File: src/rtl/uart_rx_byte_pkg.sv
// ---------------------------------------------------------------------------
// uart_rx_byte_pkg
//   Shared definitions for the UART byte receiver: frame width, line idle
//   level and the receiver FSM state encoding.
//   The PARITY encoding is always reserved. The state is only reachable when
//   the design is built with UART_RX_PARITY_EN defined.
// ---------------------------------------------------------------------------
package uart_rx_byte_pkg;

  localparam int   UART_DATA_BITS  = 8;
  localparam logic UART_IDLE_LEVEL = 1'b1;

  typedef enum logic [2:0] {
    ST_IDLE   = 3'd0,
    ST_START  = 3'd1,
    ST_DATA   = 3'd2,
    ST_PARITY = 3'd3,
    ST_STOP   = 3'd4,
    ST_BREAK  = 3'd5
  } uart_state_e;

endpackage

File: src/rtl/uart_rx_byte_sync_ff.sv
// ---------------------------------------------------------------------------
// sync_ff
//   Generic n-flop synchroniser for bringing an asynchronous single-bit
//   signal into the i_clk domain. The reset value is programmable so that
//   an idle-high serial line does not look like a start bit out of reset.
// Ports
//   i_clk    in   system clock
//   i_rst_n  in   asynchronous reset, active low (flops preset to RESET_VAL)
//   i_d      in   asynchronous input
//   o_q      out  synchronised output, STAGES cycles of latency
// ---------------------------------------------------------------------------
module sync_ff #(
  parameter int   STAGES    = 2,
  parameter logic RESET_VAL = 1'b1
) (
  input  logic i_clk,
  input  logic i_rst_n,
  input  logic i_d,
  output logic o_q
);

  logic [STAGES-1:0] sync_q;

  always_ff @(posedge i_clk or negedge i_rst_n) begin
    if (!i_rst_n) begin
      sync_q <= {STAGES{RESET_VAL}};
    end else begin
      sync_q <= {sync_q[STAGES-2:0], i_d};
    end
  end

  assign o_q = sync_q[STAGES-1];

endmodule

File: src/rtl/uart_rx_byte.sv
// ---------------------------------------------------------------------------
// uart_rx_byte
//   Serial front end of the calculator. Receives 8N1 UART frames (optionally
//   with an even parity bit) on i_rx and presents each good byte on o_data
//   with a one-cycle o_valid strobe. Every bit is sampled at its centre by a
//   down-counter that is loaded with half a bit period on the start edge and
//   with a full bit period after that.
// Configuration
//   UART_RX_PARITY_EN  when defined, a parity bit follows the data bits and
//                      even parity is checked; otherwise the frame is 10 bits
//                      and o_parity_err is constant 0.
// Ports
//   i_clk         in   system clock
//   i_rst_n       in   asynchronous reset, active low
//   i_rx          in   raw UART line (asynchronous, idles high)
//   o_data        out  last good byte, held until the next good frame
//   o_valid       out  1-cycle strobe, o_data updated this cycle
//   o_frame_err   out  1-cycle strobe, stop bit sampled low
//   o_parity_err  out  1-cycle strobe with o_valid on a parity mismatch
//   o_busy        out  high from confirmed start bit until back in IDLE
//   o_state       out  current FSM state, for debug and checkers
// Handshake: o_valid has no ready. The consumer must take o_data in the
//   cycle o_valid is high. o_data stays stable until the next o_valid.
// ---------------------------------------------------------------------------
module uart_rx_byte
  import uart_rx_byte_pkg::*;
#(
  parameter int CLKS_PER_BIT = 434,
  parameter int SYNC_STAGES  = 2
) (
  input  logic        i_clk,
  input  logic        i_rst_n,
  input  logic        i_rx,
  output logic [7:0]  o_data,
  output logic        o_valid,
  output logic        o_frame_err,
  output logic        o_parity_err,
  output logic        o_busy,
  output uart_state_e o_state
);

  localparam int CNT_W = $clog2(CLKS_PER_BIT);
  localparam int BIT_W = $clog2(UART_DATA_BITS);

  localparam logic [CNT_W-1:0] HALF_LOAD = CNT_W'(CLKS_PER_BIT / 2 - 1);
  localparam logic [CNT_W-1:0] FULL_LOAD = CNT_W'(CLKS_PER_BIT - 1);
  localparam logic [BIT_W-1:0] LAST_BIT  = BIT_W'(UART_DATA_BITS - 1);

  logic rx_s;

  sync_ff #(
    .STAGES    (SYNC_STAGES),
    .RESET_VAL (UART_IDLE_LEVEL)
  ) u_sync (
    .i_clk   (i_clk),
    .i_rst_n (i_rst_n),
    .i_d     (i_rx),
    .o_q     (rx_s)
  );

  uart_state_e               state_q, state_d;
  logic [CNT_W-1:0]          cnt_q, cnt_d;
  logic [BIT_W-1:0]          bit_idx_q, bit_idx_d;
  logic [UART_DATA_BITS-1:0] shreg_q, shreg_d;
  logic [UART_DATA_BITS-1:0] data_q, data_d;
  logic                      valid_q, valid_d;
  logic                      frame_err_q, frame_err_d;
  logic                      busy_q, busy_d;
`ifdef UART_RX_PARITY_EN
  logic                      parity_bit_q, parity_bit_d;
  logic                      parity_err_q, parity_err_d;
`endif

  always_ff @(posedge i_clk or negedge i_rst_n) begin
    if (!i_rst_n) begin
      state_q      <= ST_IDLE;
      cnt_q        <= '0;
      bit_idx_q    <= '0;
      shreg_q      <= '0;
      data_q       <= '0;
      valid_q      <= 1'b0;
      frame_err_q  <= 1'b0;
      busy_q       <= 1'b0;
`ifdef UART_RX_PARITY_EN
      parity_bit_q <= 1'b0;
      parity_err_q <= 1'b0;
`endif
    end else begin
      state_q      <= state_d;
      cnt_q        <= cnt_d;
      bit_idx_q    <= bit_idx_d;
      shreg_q      <= shreg_d;
      data_q       <= data_d;
      valid_q      <= valid_d;
      frame_err_q  <= frame_err_d;
      busy_q       <= busy_d;
`ifdef UART_RX_PARITY_EN
      parity_bit_q <= parity_bit_d;
      parity_err_q <= parity_err_d;
`endif
    end
  end

  always_comb begin
    state_d      = state_q;
    cnt_d        = cnt_q;
    bit_idx_d    = bit_idx_q;
    shreg_d      = shreg_q;
    data_d       = data_q;
    valid_d      = 1'b0;
    frame_err_d  = 1'b0;
    busy_d       = busy_q;
`ifdef UART_RX_PARITY_EN
    parity_bit_d = parity_bit_q;
    parity_err_d = 1'b0;
`endif

    unique case (state_q)
      ST_IDLE: begin
        busy_d = 1'b0;
        if (!rx_s) begin
          state_d = ST_START;
          cnt_d   = HALF_LOAD;
        end
      end

      // The start bit is re-checked at its centre. A low pulse shorter than
      // half a bit is treated as line noise.
      ST_START: begin
        if (cnt_q == '0) begin
          if (!rx_s) begin
            state_d   = ST_DATA;
            busy_d    = 1'b1;
            cnt_d     = FULL_LOAD;
            bit_idx_d = '0;
          end else begin
            state_d = ST_IDLE;
          end
        end else begin
          cnt_d = cnt_q - 1'b1;
        end
      end

      // LSB arrives first, so shifting right leaves bit 0 in shreg[0].
      ST_DATA: begin
        if (cnt_q == '0) begin
          shreg_d = {rx_s, shreg_q[UART_DATA_BITS-1:1]};
          cnt_d   = FULL_LOAD;
          if (bit_idx_q == LAST_BIT) begin
            bit_idx_d = '0;
`ifdef UART_RX_PARITY_EN
            state_d   = ST_PARITY;
`else
            state_d   = ST_STOP;
`endif
          end else begin
            bit_idx_d = bit_idx_q + 1'b1;
          end
        end else begin
          cnt_d = cnt_q - 1'b1;
        end
      end

`ifdef UART_RX_PARITY_EN
      ST_PARITY: begin
        if (cnt_q == '0) begin
          parity_bit_d = rx_s;
          cnt_d        = FULL_LOAD;
          state_d      = ST_STOP;
        end else begin
          cnt_d = cnt_q - 1'b1;
        end
      end
`endif

      // A bad stop bit is reported once, and the FSM then parks in BREAK.
      // This keeps a held-low line from being decoded as a stream of 0x00
      // frames.
      ST_STOP: begin
        if (cnt_q == '0) begin
          cnt_d = '0;
          if (rx_s) begin
            data_d  = shreg_q;
            valid_d = 1'b1;
`ifdef UART_RX_PARITY_EN
            parity_err_d = ^shreg_q ^ parity_bit_q;
`endif
            state_d = ST_IDLE;
            busy_d  = 1'b0;
          end else begin
            frame_err_d = 1'b1;
            state_d     = ST_BREAK;
          end
        end else begin
          cnt_d = cnt_q - 1'b1;
        end
      end

      ST_BREAK: begin
        if (rx_s) begin
          state_d = ST_IDLE;
          busy_d  = 1'b0;
        end
      end

      default: begin
        state_d = ST_IDLE;
        cnt_d   = '0;
        busy_d  = 1'b0;
      end
    endcase
  end

  assign o_data      = data_q;
  assign o_valid     = valid_q;
  assign o_frame_err = frame_err_q;
  assign o_busy      = busy_q;
  assign o_state     = state_q;
`ifdef UART_RX_PARITY_EN
  assign o_parity_err = parity_err_q;
`else
  assign o_parity_err = 1'b0;
`endif

endmodule

File: config.mk
export PLATFORM = sky130hd
export DESIGN_NAME = uart_rx_byte
export DESIGN_NICKNAME = d
export VERILOG_FILES = /design/src/rtl/uart_rx_byte_pkg.sv /design/src/rtl/uart_rx_byte_sync_ff.sv /design/src/rtl/uart_rx_byte.sv
export SDC_FILE = /design/constraint.sdc
export NUM_CORES = 1
export LEC_CHECK = 0
export CORE_MARGIN = 2
export CORE_UTILIZATION = 51
export CTS_CLUSTER_DIAMETER = 60
export DETAILED_ROUTE_END_ITERATION = 12
export PLACE_DENSITY = 0.75
export SLEW_MARGIN = 20
export SYNTH_ARGS = -nofsm -noshare
export SYNTH_HDL_FRONTEND = slang
export SYNTH_SLANG_ARGS = --single-unit
File: constraint.sdc
create_clock -name i_clk -period 1.9 [get_ports i_clk]
set_input_delay 0.285 -clock i_clk [delete_from_list [all_inputs] [get_ports i_clk]]
set_output_delay 0.285 -clock i_clk [all_outputs]
set_load 0.01 [all_outputs]
==> qor.csv, run 1 <==
stage,metric,value,unit
grt,grt_util_met2,0.397,
routing,routed_via_density,6.13,
pwr,swShare,0.240,
synthesis,async_reset_ff_frac,1.00,
sta,hold_viol_final,0,
pwr,power_frac_comb,0.020,
setup_path,crit_arrival,1.58,ns
grt,grt_start_max_net_pins,37,
pwr,cellPowerDensity,569,mW/mm2
setup_path,path_max_fanout,10,
placed_design,hpwl,3100,um
finish,nFillCells,265,
finish,drive_gt1_frac,0.290,
clock_network,cts_max_path_buffers,2,
grt,grt_pass1_vias,1570,
synthesis,synth_compound_area_frac,0.157,
worst_hold_path,hold_path.class,reg -> reg,
floorplanning,core_area,0.00361,mm2
clock_network,path_clk_slew,0.08,ns
pwr,p_seq_frac,0.568,
clock_network,clock_sinks,36,
synthesis,ys_types,49,
synthesis,synthCells,178,
clock_network,clk_latency,0.30,ns
routing,drt-total-wl,4530,um
routing,drc,0,
synthesis,synth_nets,184,
routing,antenna_left,0,
pwr,irDropWorstVdd,0.394,mV
finish,multi_input_area,921,um2
routing,num_vias,1605,
synthesis,synth_area_per_cell,10.5,um2
synthesis,yosysWarnings,0,
floorplanning,ioPinCount,18,
clock_network,cts_tree,done,
floorplanning,rows,22,
clock_network,cts_made_buffers,5,
floorplanning,initial_core_util,0.520,
pwr,internal_power,0.00104,W
grt,overflow,0,
synthesis,synth_seq_cells,36,
synthesis,synth_xor_area_frac,0.00467,
finish,utilization,0.664,
synthesis,yosys_most_used_dff,dfrtp_1,
synthesis,synthAdderAreaFrac,0.0254,
sta,fin_crit_sh,0.979,
sta,setup_viol,0,
pwr,clkPwrFrac,0.412,
pwr,power,0.00136,W
sta,fmax,538,MHz
setup_path,worstSetupPathType,reg -> out,
sta,period_needed,1.86,ns
grt,track_usage,0.239,
synthesis,netlist_area,0.00187,mm2
synthesis,yosys.area_share.simple,0.192,
sta,rsz0062_at_grt,true,
sta,finalMaxSlewViolations,0,
grt,gr-usage-met1,0.297,
synthesis,synth_top_family_by_area,simple AND/OR/NAND/NOR gates,
pwr,power.switching,0.000326,W
placed_design,gp_congestion,0.916,
clock_network,htree_levels,2,
routing,wire_per_inst,17.3,um
routing,drt_iter0_drc,176,
grt,antenna_found_initial,0,
floorplanning,dieArea,0.00418,mm2
floorplanning,die_height,64.6,um
grt,grt_pass1_wl,7470,um
finish,diodes,0,
finish,nNetsFinal,219,
setup_path,end_kind,output port,
pwr,cellLeakagePower,1.06,nW
placed_design,port-buffer-count,16,
grt,busiest_layer,met2,
flow_run,maxCapViolCount,0,
clock_network,cts_hold_buf,0,
synthesis,muxShareOfSynthArea,0.0901,
sta,fin_worst_skew,0.00544,ns
finish,seq_area,903,um2
finish,area_growth,27.7,%
synthesis,synth_edf_count,0,
floorplanning,fp.dieW,64.6,um
grt,grt_use_met3,0.0469,
synthesis,synth-seq-area-share,0.482,
routing,drt_first_pass_iters,5,
setup_path,critPathRequiredTime,1.62,ns
setup_path,critPathLaunchType,flip-flop,
clock_network,cts-root-buf,clkbuf_8,
run_status,status,"complete, no violations",
critical path, cell delays in order (launching register included):
cell             delay, ns
dfrtp_1               0.53
buf_4                 0.20
clkdlybuf4s50_1       0.54
area by class of cell:
class	instances	share of cell area
clock buffer	5	0.0288
inverter	9	0.0141
timing repair buffer	40	0.160
sequential	36	0.377
tap	48	0.0251
multi-input combinational	121	0.385
clock inverter	3	0.00993
cell usage in the layout (no fill, tap or decap), drive strengths merged, types with 2 or more instances in the layout:
master / n
mux2: 15
inv: 9
nor2: 8
dfrtp: 34
o31ai: 4
clkbuf: 6
o21ai: 10
o2bb2a: 2
o211a: 2
a21oi: 6
a31oi: 5
o211ai: 2
nand3: 10
dfstp: 2
clkinvlp: 2
clkdlybuf4s50: 16
ha: 3
nor3: 3
o22ai: 2
nor2b: 2
a21o: 2
nor4: 7
buf: 23
nand2b: 3
nand2: 9
nand4: 7
per-layer routing:
metal / wire (um) / vias to the layer above
li1: - / 729
met1: 1830 / 764
met2: 2250 / 98
met3: 320 / 14
met4: 126 / 0
met5: 0 / -
per-stage QoR:
step	setup TNS (ns)	hold WS [ns]	cell area, um2	setup slack [ns]	instances
finish	0	0.372	2390	0.0397	262
global route	-0.0822	0.367	2390	-0.0279	262
CTS	0	0.372	2290	0.00695	254
detailed placement	-0.0267	0.358	2190	-0.0216	246
global placement	0	0.349	2190	0.00235	246
floorplan	0	-0.0106	1880	0.00118	178
repair_timing:
item	in CTS	in global routing
buffers inserted	0	7
endpoints found under the setup margin	1	24
pin swaps	0	2
resized for setup	1	7
cloned	0	1
state kept, by name, indices dropped and copies added, names as in the netlist:
name           flops
o_valid            1
o_busy             1
shreg_q            8
o_state            3
u_sync.sync_q      2
cnt_q              9
bit_idx_q          3
o_frame_err        1
o_data             8
cell families after synthesis:
family,Yosys count
other cells,1
fa+ha+maj,4
mux,15
xor+xnor,1
buf+inv,21
compound gates,43
simple gates,57
flops,36
worst paths after layout:
kind,startpoint,end,cells after the start,slack (ns)
setup / recovery,o_state[2]$_DFFE_PN0P_,o_state[2],2,0.04
min in group asynchronous,i_rst_n,o_frame_err$_DFF_PN0_,2,0.41
hold / removal,u_sync.sync_q[0]$_DFF_PN1_,u_sync.sync_q[1]$_DFF_PN1_,0,0.37
max in group asynchronous,i_rst_n,u_sync.sync_q[0]$_DFF_PN1_,2,1.16
setup reg to reg,cnt_q[1]$_DFFE_PN0P_,o_data[3]$_DFFE_PN0P_,7,0.05
hold reg to reg,u_sync.sync_q[0]$_DFF_PN1_,u_sync.sync_q[1]$_DFF_PN1_,0,0.37
power by group through the flow:
stage	Clock [W]	Sequential, W	Combinational, W
CTS	0.000576	0.000774	0.0000283
global route	0.000599	0.000774	0.0000315
finish	0.000561	0.000774	0.0000272
floorplan	0	0.000785	0.0000101
global placement	0	0.000789	0.0000267
detailed placement	0	0.000789	0.0000281
synthesized netlist by cell type, types with 2 or more instances:
library cell | instances | area, um2
clkbuf_1 | 8 | 30.0
dfrtp_1 | 34 | 851
nand2_1 | 8 | 30.0
nand3_1 | 9 | 45.0
inv_1 | 9 | 33.8
ha_1 | 3 | 37.5
o2bb2a_1 | 2 | 20.0
a21o_1 | 2 | 15.0
nor2b_1 | 2 | 12.5
nor4_1 | 6 | 37.5
nand4_1 | 6 | 37.5
a21oi_1 | 6 | 30.0
nor3_1 | 3 | 15.0
o211ai_1 | 2 | 15.0
nand2b_1 | 3 | 18.8
o211a_1 | 2 | 20.0
mux2_2 | 15 | 169
nor2_1 | 8 | 30.0
dfstp_2 | 2 | 52.6
o22ai_1 | 2 | 12.5
buf_4 | 2 | 15.0
a31oi_1 | 5 | 31.3
o21ai_0 | 10 | 50.1
o31ai_1 | 4 | 30.0
(Power assumes the default switching activity.)
==> run 2: changes to the inputs <==
Settings changed: SKIP_CTS_REPAIR_TIMING set to 1.
==> qor.csv, run 2 (same netlist as run 1, synthesis figures left out) <==
stage,metric,value,unit
setup_path,cpPeakStageDelay,0.54,ns
routing,antenna_left,0,
clock_network,path_clk_slew,0.08,ns
placed_design,gp_congestion,0.916,
clock_network,clock_sinks,36,
sta,setup_slack,0.0253,ns
routing,drt_first_pass_iters,5,
routing,num_vias,1599,
floorplanning,initial_core_util,0.520,
sta,finalMaxSlewViolations,0,
placed_design,hpwl,3100,um
setup_path,slowest_stage,dfrtp_1,
worst_hold_path,hold_path.class,reg -> reg,
floorplanning,dieArea,0.00418,mm2
finish,nNetsFinal,218,
clock_network,cts-root-buf,clkbuf_8,
flow_run,maxCapViolCount,0,
floorplanning,die_height,64.6,um
routing,drt_iter0_drc,178,
floorplanning,rows,22,
clock_network,htree_levels,2,
run_status,status,"complete, no violations",
finish,layout_commonest_cell,dfrtp_1,
setup_path,critPathLaunchType,flip-flop,
finish,top_register,cnt_q,
sta,period_needed,1.87,ns
setup_path,worstSetupPathType,reg -> out,
grt,track_usage,0.239,
setup_path,crit_arrival,1.59,ns
clock_network,cts_max_path_buffers,2,
pwr,power,0.00136,W
grt,grt_pass1_wl,7460,um
setup_path,path_max_fanout,10,
routing,drc,0,
routing,routed_via_density,6.13,
routing,wire_per_inst,17.3,um
clock_network,cts_made_buffers,5,
grt,antenna_found_initial,0,
sta,fin_worst_skew,0.00554,ns
grt,grt_pass1_vias,1564,
pwr,irDropWorstVdd,0.394,mV
pwr,cellPowerDensity,572,mW/mm2
finish,area_growth,27.0,%
sta,rsz0062_at_grt,true,
grt,overflow,0,
sta,setup_viol,0,
routing,drt-total-wl,4520,um
grt,grt_start_max_net_pins,37,
finish,drive_gt1_frac,0.282,
setup_path,end_kind,output port,
floorplanning,fp.dieW,64.6,um
pwr,cellLeakagePower,1.06,nW
clock_network,clk_latency,0.30,ns
floorplanning,core_area,0.00361,mm2
setup_path,crit_chain,buf_4 > clkdlybuf4s50_1,
clock_network,cts_tree,done,
placed_design,dp_slack,-0.0216,ns
setup_path,critPathRequiredTime,1.62,ns
finish,diodes,0,
sta,fmax,533,MHz
placed_design,port-buffer-count,16,
sta,fin_crit_sh,0.987,
floorplanning,ioPinCount,18,
finish,largest_reg_flops,9,
sta,hold_viol_final,0,
finish,layout_common_cells,"dfrtp_1, buf_4, clkdlybuf4s50_1",
-- run 2: cell count changes in the layout (fill, tap and decap cells not counted) --
cell    before  now
buf_4       21   20
nor4_1       4    5
nor4_2       2    1
-- run 2: final timing paths --
path | endpoint | slack [ns] | startpoint | cells after the start
setup / recovery | o_state[2] | 0.03 | o_state[2]$_DFFE_PN0P_ | 2
hold / removal | u_sync.sync_q[1]$_DFF_PN1_ | 0.37 | u_sync.sync_q[0]$_DFF_PN1_ | 0
setup reg to reg | cnt_q[6]$_DFFE_PN0P_ | 0.04 | cnt_q[1]$_DFFE_PN0P_ | 6
hold reg to reg | u_sync.sync_q[1]$_DFF_PN1_ | 0.37 | u_sync.sync_q[0]$_DFF_PN1_ | 0
max in group asynchronous | u_sync.sync_q[0]$_DFF_PN1_ | 1.15 | i_rst_n | 2
min in group asynchronous | o_frame_err$_DFF_PN0_ | 0.41 | i_rst_n | 2
-- run 2: critical path, delay by kind of cell (launching register included) --
kind,cells,cell delay [ns]
flops,1,0.54
buf+inv,2,0.75
-- run 2: stage by stage --
stage	hold slack [ns]	instances	TNS (ns)	utilization	area, um2
2_1_floorplan	-0.0106	178	0	-	1880
3_3_place_gp	0.349	246	0	0.608	2190
3_5_place_dp	0.358	246	-0.0267	0.608	2190
6_report	0.370	261	0	0.660	2380
5_1_grt	0.369	261	-0.0789	0.660	2380
4_1_cts	0.372	254	-0.0218	0.633	2280
-- run 2: power breakdown --
part | internal (W) | switching [W]
registers | 0.000770 | 0.00000456
logic | 0.00000668 | 0.0000208
clock network | 0.000259 | 0.000301
total | 0.00104 | 0.000326
-- run 2: cell type report --
class | count | area (um2)
Clock buffer | 5 | 68.8
Clock inverter | 3 | 23.8
Fill cell | 268 | 1230
Inverter | 9 | 33.8
Multi-Input combinational cell | 121 | 915
Sequential cell | 36 | 903
Tap cell | 48 | 60.1
Timing Repair Buffer | 39 | 375
-- run 2: metal layers --
metal	part of all wire	track usage	wire, um	up-vias
li1	-	-	-	730
met1	0.39	0.296	1760	762
met2	0.50	0.398	2270	95
met3	0.080	0.0469	363	12
met4	0.026	0.117	119	0
met5	0	0	0	-
==> run 3: changes to the inputs <==
Settings changed: CORE_ASPECT_RATIO set to 0.6.
==> qor.csv, run 3 (same netlist as run 1, synthesis figures left out) <==
stage,metric,value,unit
sta,fin_setup_tns,0,ns
routing,drt_first_pass_iters,4,
routing,drt-total-wl,4370,um
sta,fin_worst_skew,0.00655,ns
setup_path,cpPeakStageDelay,0.51,ns
pwr,power.switching,0.000316,W
floorplanning,initial_core_util,0.521,
sta,setup_viol,0,
flow_run,maxCapViolCount,0,
sta,setup_slack,0.0788,ns
sta,period_needed,1.82,ns
pwr,cellPowerDensity,578,mW/mm2
placed_design,dp_slack,0.0449,ns
clock_network,clock_sinks,36,
floorplanning,ioPinCount,18,
routing,num_vias,1534,
sta,finalMaxSlewViolations,0,
placed_design,hpwl,3140,um
routing,wire_per_inst,16.9,um
grt,overflow,0,
setup_path,worstSetupPathType,reg -> reg,
setup_path,cp_top_family,simple AND/OR/NAND/NOR gates,
setup_path,crit_arrival,2.03,ns
clock_network,clk_latency,0.30,ns
clock_network,cts-root-buf,clkbuf_8,
worst_hold_path,hp-start,u_sync.sync_q[0]$_DFF_PN1_,
floorplanning,rows,17,
pwr,clkPwrFrac,0.406,
pwr,power_frac_comb,0.020,
routing,antenna_left,0,
finish,largest_reg_flops,9,
setup_path,critPathRequiredTime,2.11,ns
pwr,swShare,0.234,
sta,hold_viol_final,0,
finish,layout_common_cells,"dfrtp_1, buf_4, clkdlybuf4s50_1",
grt,grt_pass1_wl,7150,um
grt,grt_start_max_net_pins,37,
setup_path,crit_chain,inv_1 > ha_2 > or4b_4 > a211oi_1 > nor3_1 > o221ai_1,
floorplanning,fp.dieW,82.3,um
clock_network,cts_made_buffers,5,
routing,drc,0,
finish,layout_commonest_cell,dfrtp_1,
setup_path,path_max_fanout,6,
grt,track_usage,0.238,
finish,multi_input_area,913,um2
routing,routed_via_density,5.92,
placed_design,gp_congestion,0.920,
finish,seq_area,903,um2
floorplanning,dieArea,0.00419,mm2
setup_path,worstReg2RegEnd,cnt_q[4]$_DFFE_PN0P_,
setup_path,cp_num_buf_inv,1,
pwr,power,0.00135,W
setup_path,end_kind,flip-flop,
finish,utilization,0.648,
finish,diodes,0,
clock_network,path_clk_slew,0.07,ns
worst_hold_path,hold_path.class,reg -> reg,
finish,nNetsFinal,217,
setup_path,r2r_cells,6,
setup_path,slowest_stage,or4b_4,
placed_design,placed_cells,248,
clock_network,cts_max_path_buffers,2,
pwr,cellLeakagePower,1.06,nW
pwr,internal_power,0.00103,W
grt,antenna_found_initial,0,
finish,area_growth,24.3,%
setup_path,r2r_slack,0.08,ns
worst_hold_path,min_to,u_sync.sync_q[1]$_DFF_PN1_,
finish,top_register,cnt_q,
finish,drive_gt1_frac,0.278,
pwr,irDropWorstVdd,0.510,mV
pwr,p_seq_frac,0.574,
setup_path,critPathLaunchType,flip-flop,
routing,drt_iter0_drc,119,
finish,nFillCells,285,
floorplanning,core_area,0.00359,mm2
clock_network,htree_levels,2,
finish,finalNonFillerCells,259,
worst_hold_path,holdPathStages,0,
sta,fmax,549,MHz
floorplanning,die_height,51.0,um
sta,fin_crit_sh,0.959,
clock_network,cts_tree,done,
run_status,status,"complete, no violations",
setup_path,r2r_start,cnt_q[1]$_DFFE_PN0P_,
grt,grt_pass1_vias,1410,
placed_design,port-buffer-count,16,
-- run 3: cell count changes in the layout (fill, tap and decap cells not counted), sizes merged --
cell / previous run / this run
clkbuf: 6 / 5
clkinv: 1 / 3
clkinvlp: 2 / 0
-- run 3: worst max path at each step --
stage / startpoint / endpoint / slack [ns] / depth (start not counted)
floorplan: cnt_q[0]$_DFFE_PN0P_ / shreg_q[5]$_DFFE_PN0P_ / 0.001 / 6
global placement: cnt_q[1]$_DFFE_PN0P_ / cnt_q[6]$_DFFE_PN0P_ / 0.09 / 6
detailed placement: cnt_q[1]$_DFFE_PN0P_ / cnt_q[4]$_DFFE_PN0P_ / 0.04 / 6
CTS: cnt_q[1]$_DFFE_PN0P_ / cnt_q[6]$_DFFE_PN0P_ / 0.03 / 6
global route: cnt_q[1]$_DFFE_PN0P_ / cnt_q[6]$_DFFE_PN0P_ / -0.03 / 6
finish: cnt_q[1]$_DFFE_PN0P_ / cnt_q[4]$_DFFE_PN0P_ / 0.08 / 6
-- run 3: power groups by stage --
stage | registers, W | logic [W] | clock network [W]
finish | 0.000774 | 0.0000264 | 0.000547
global route | 0.000774 | 0.0000311 | 0.000608
CTS | 0.000774 | 0.0000276 | 0.000557
detailed placement | 0.000789 | 0.0000278 | 0
global placement | 0.000788 | 0.0000272 | 0
floorplan | 0.000785 | 0.0000101 | 0
-- run 3: per-stage QoR --
step	hold WS [ns]	area [um2]
2_1_floorplan	-0.0106	1880
3_3_place_gp	0.348	2190
3_5_place_dp	0.349	2190
4_1_cts	0.363	2270
5_1_grt	0.371	2330
6_report	0.364	2330
-- run 3: routing by layer --
layer,wire [um],vias up,global-route usage
met5,0,-,0
met4,74,0,0.0861
met3,255,6,0.0848
met2,1830,51,0.297
met1,2210,747,0.369
li1,-,730,-
-- run 3: layout make-up --
cell class | instances | share of cell area
repair buffers | 38 | 0.143
clock buffers | 5 | 0.0295
flip-flops and latches | 36 | 0.388
clock inverters | 3 | 0.00806
inverters | 9 | 0.0145
multi-input cells | 121 | 0.392
well taps | 47 | 0.0252
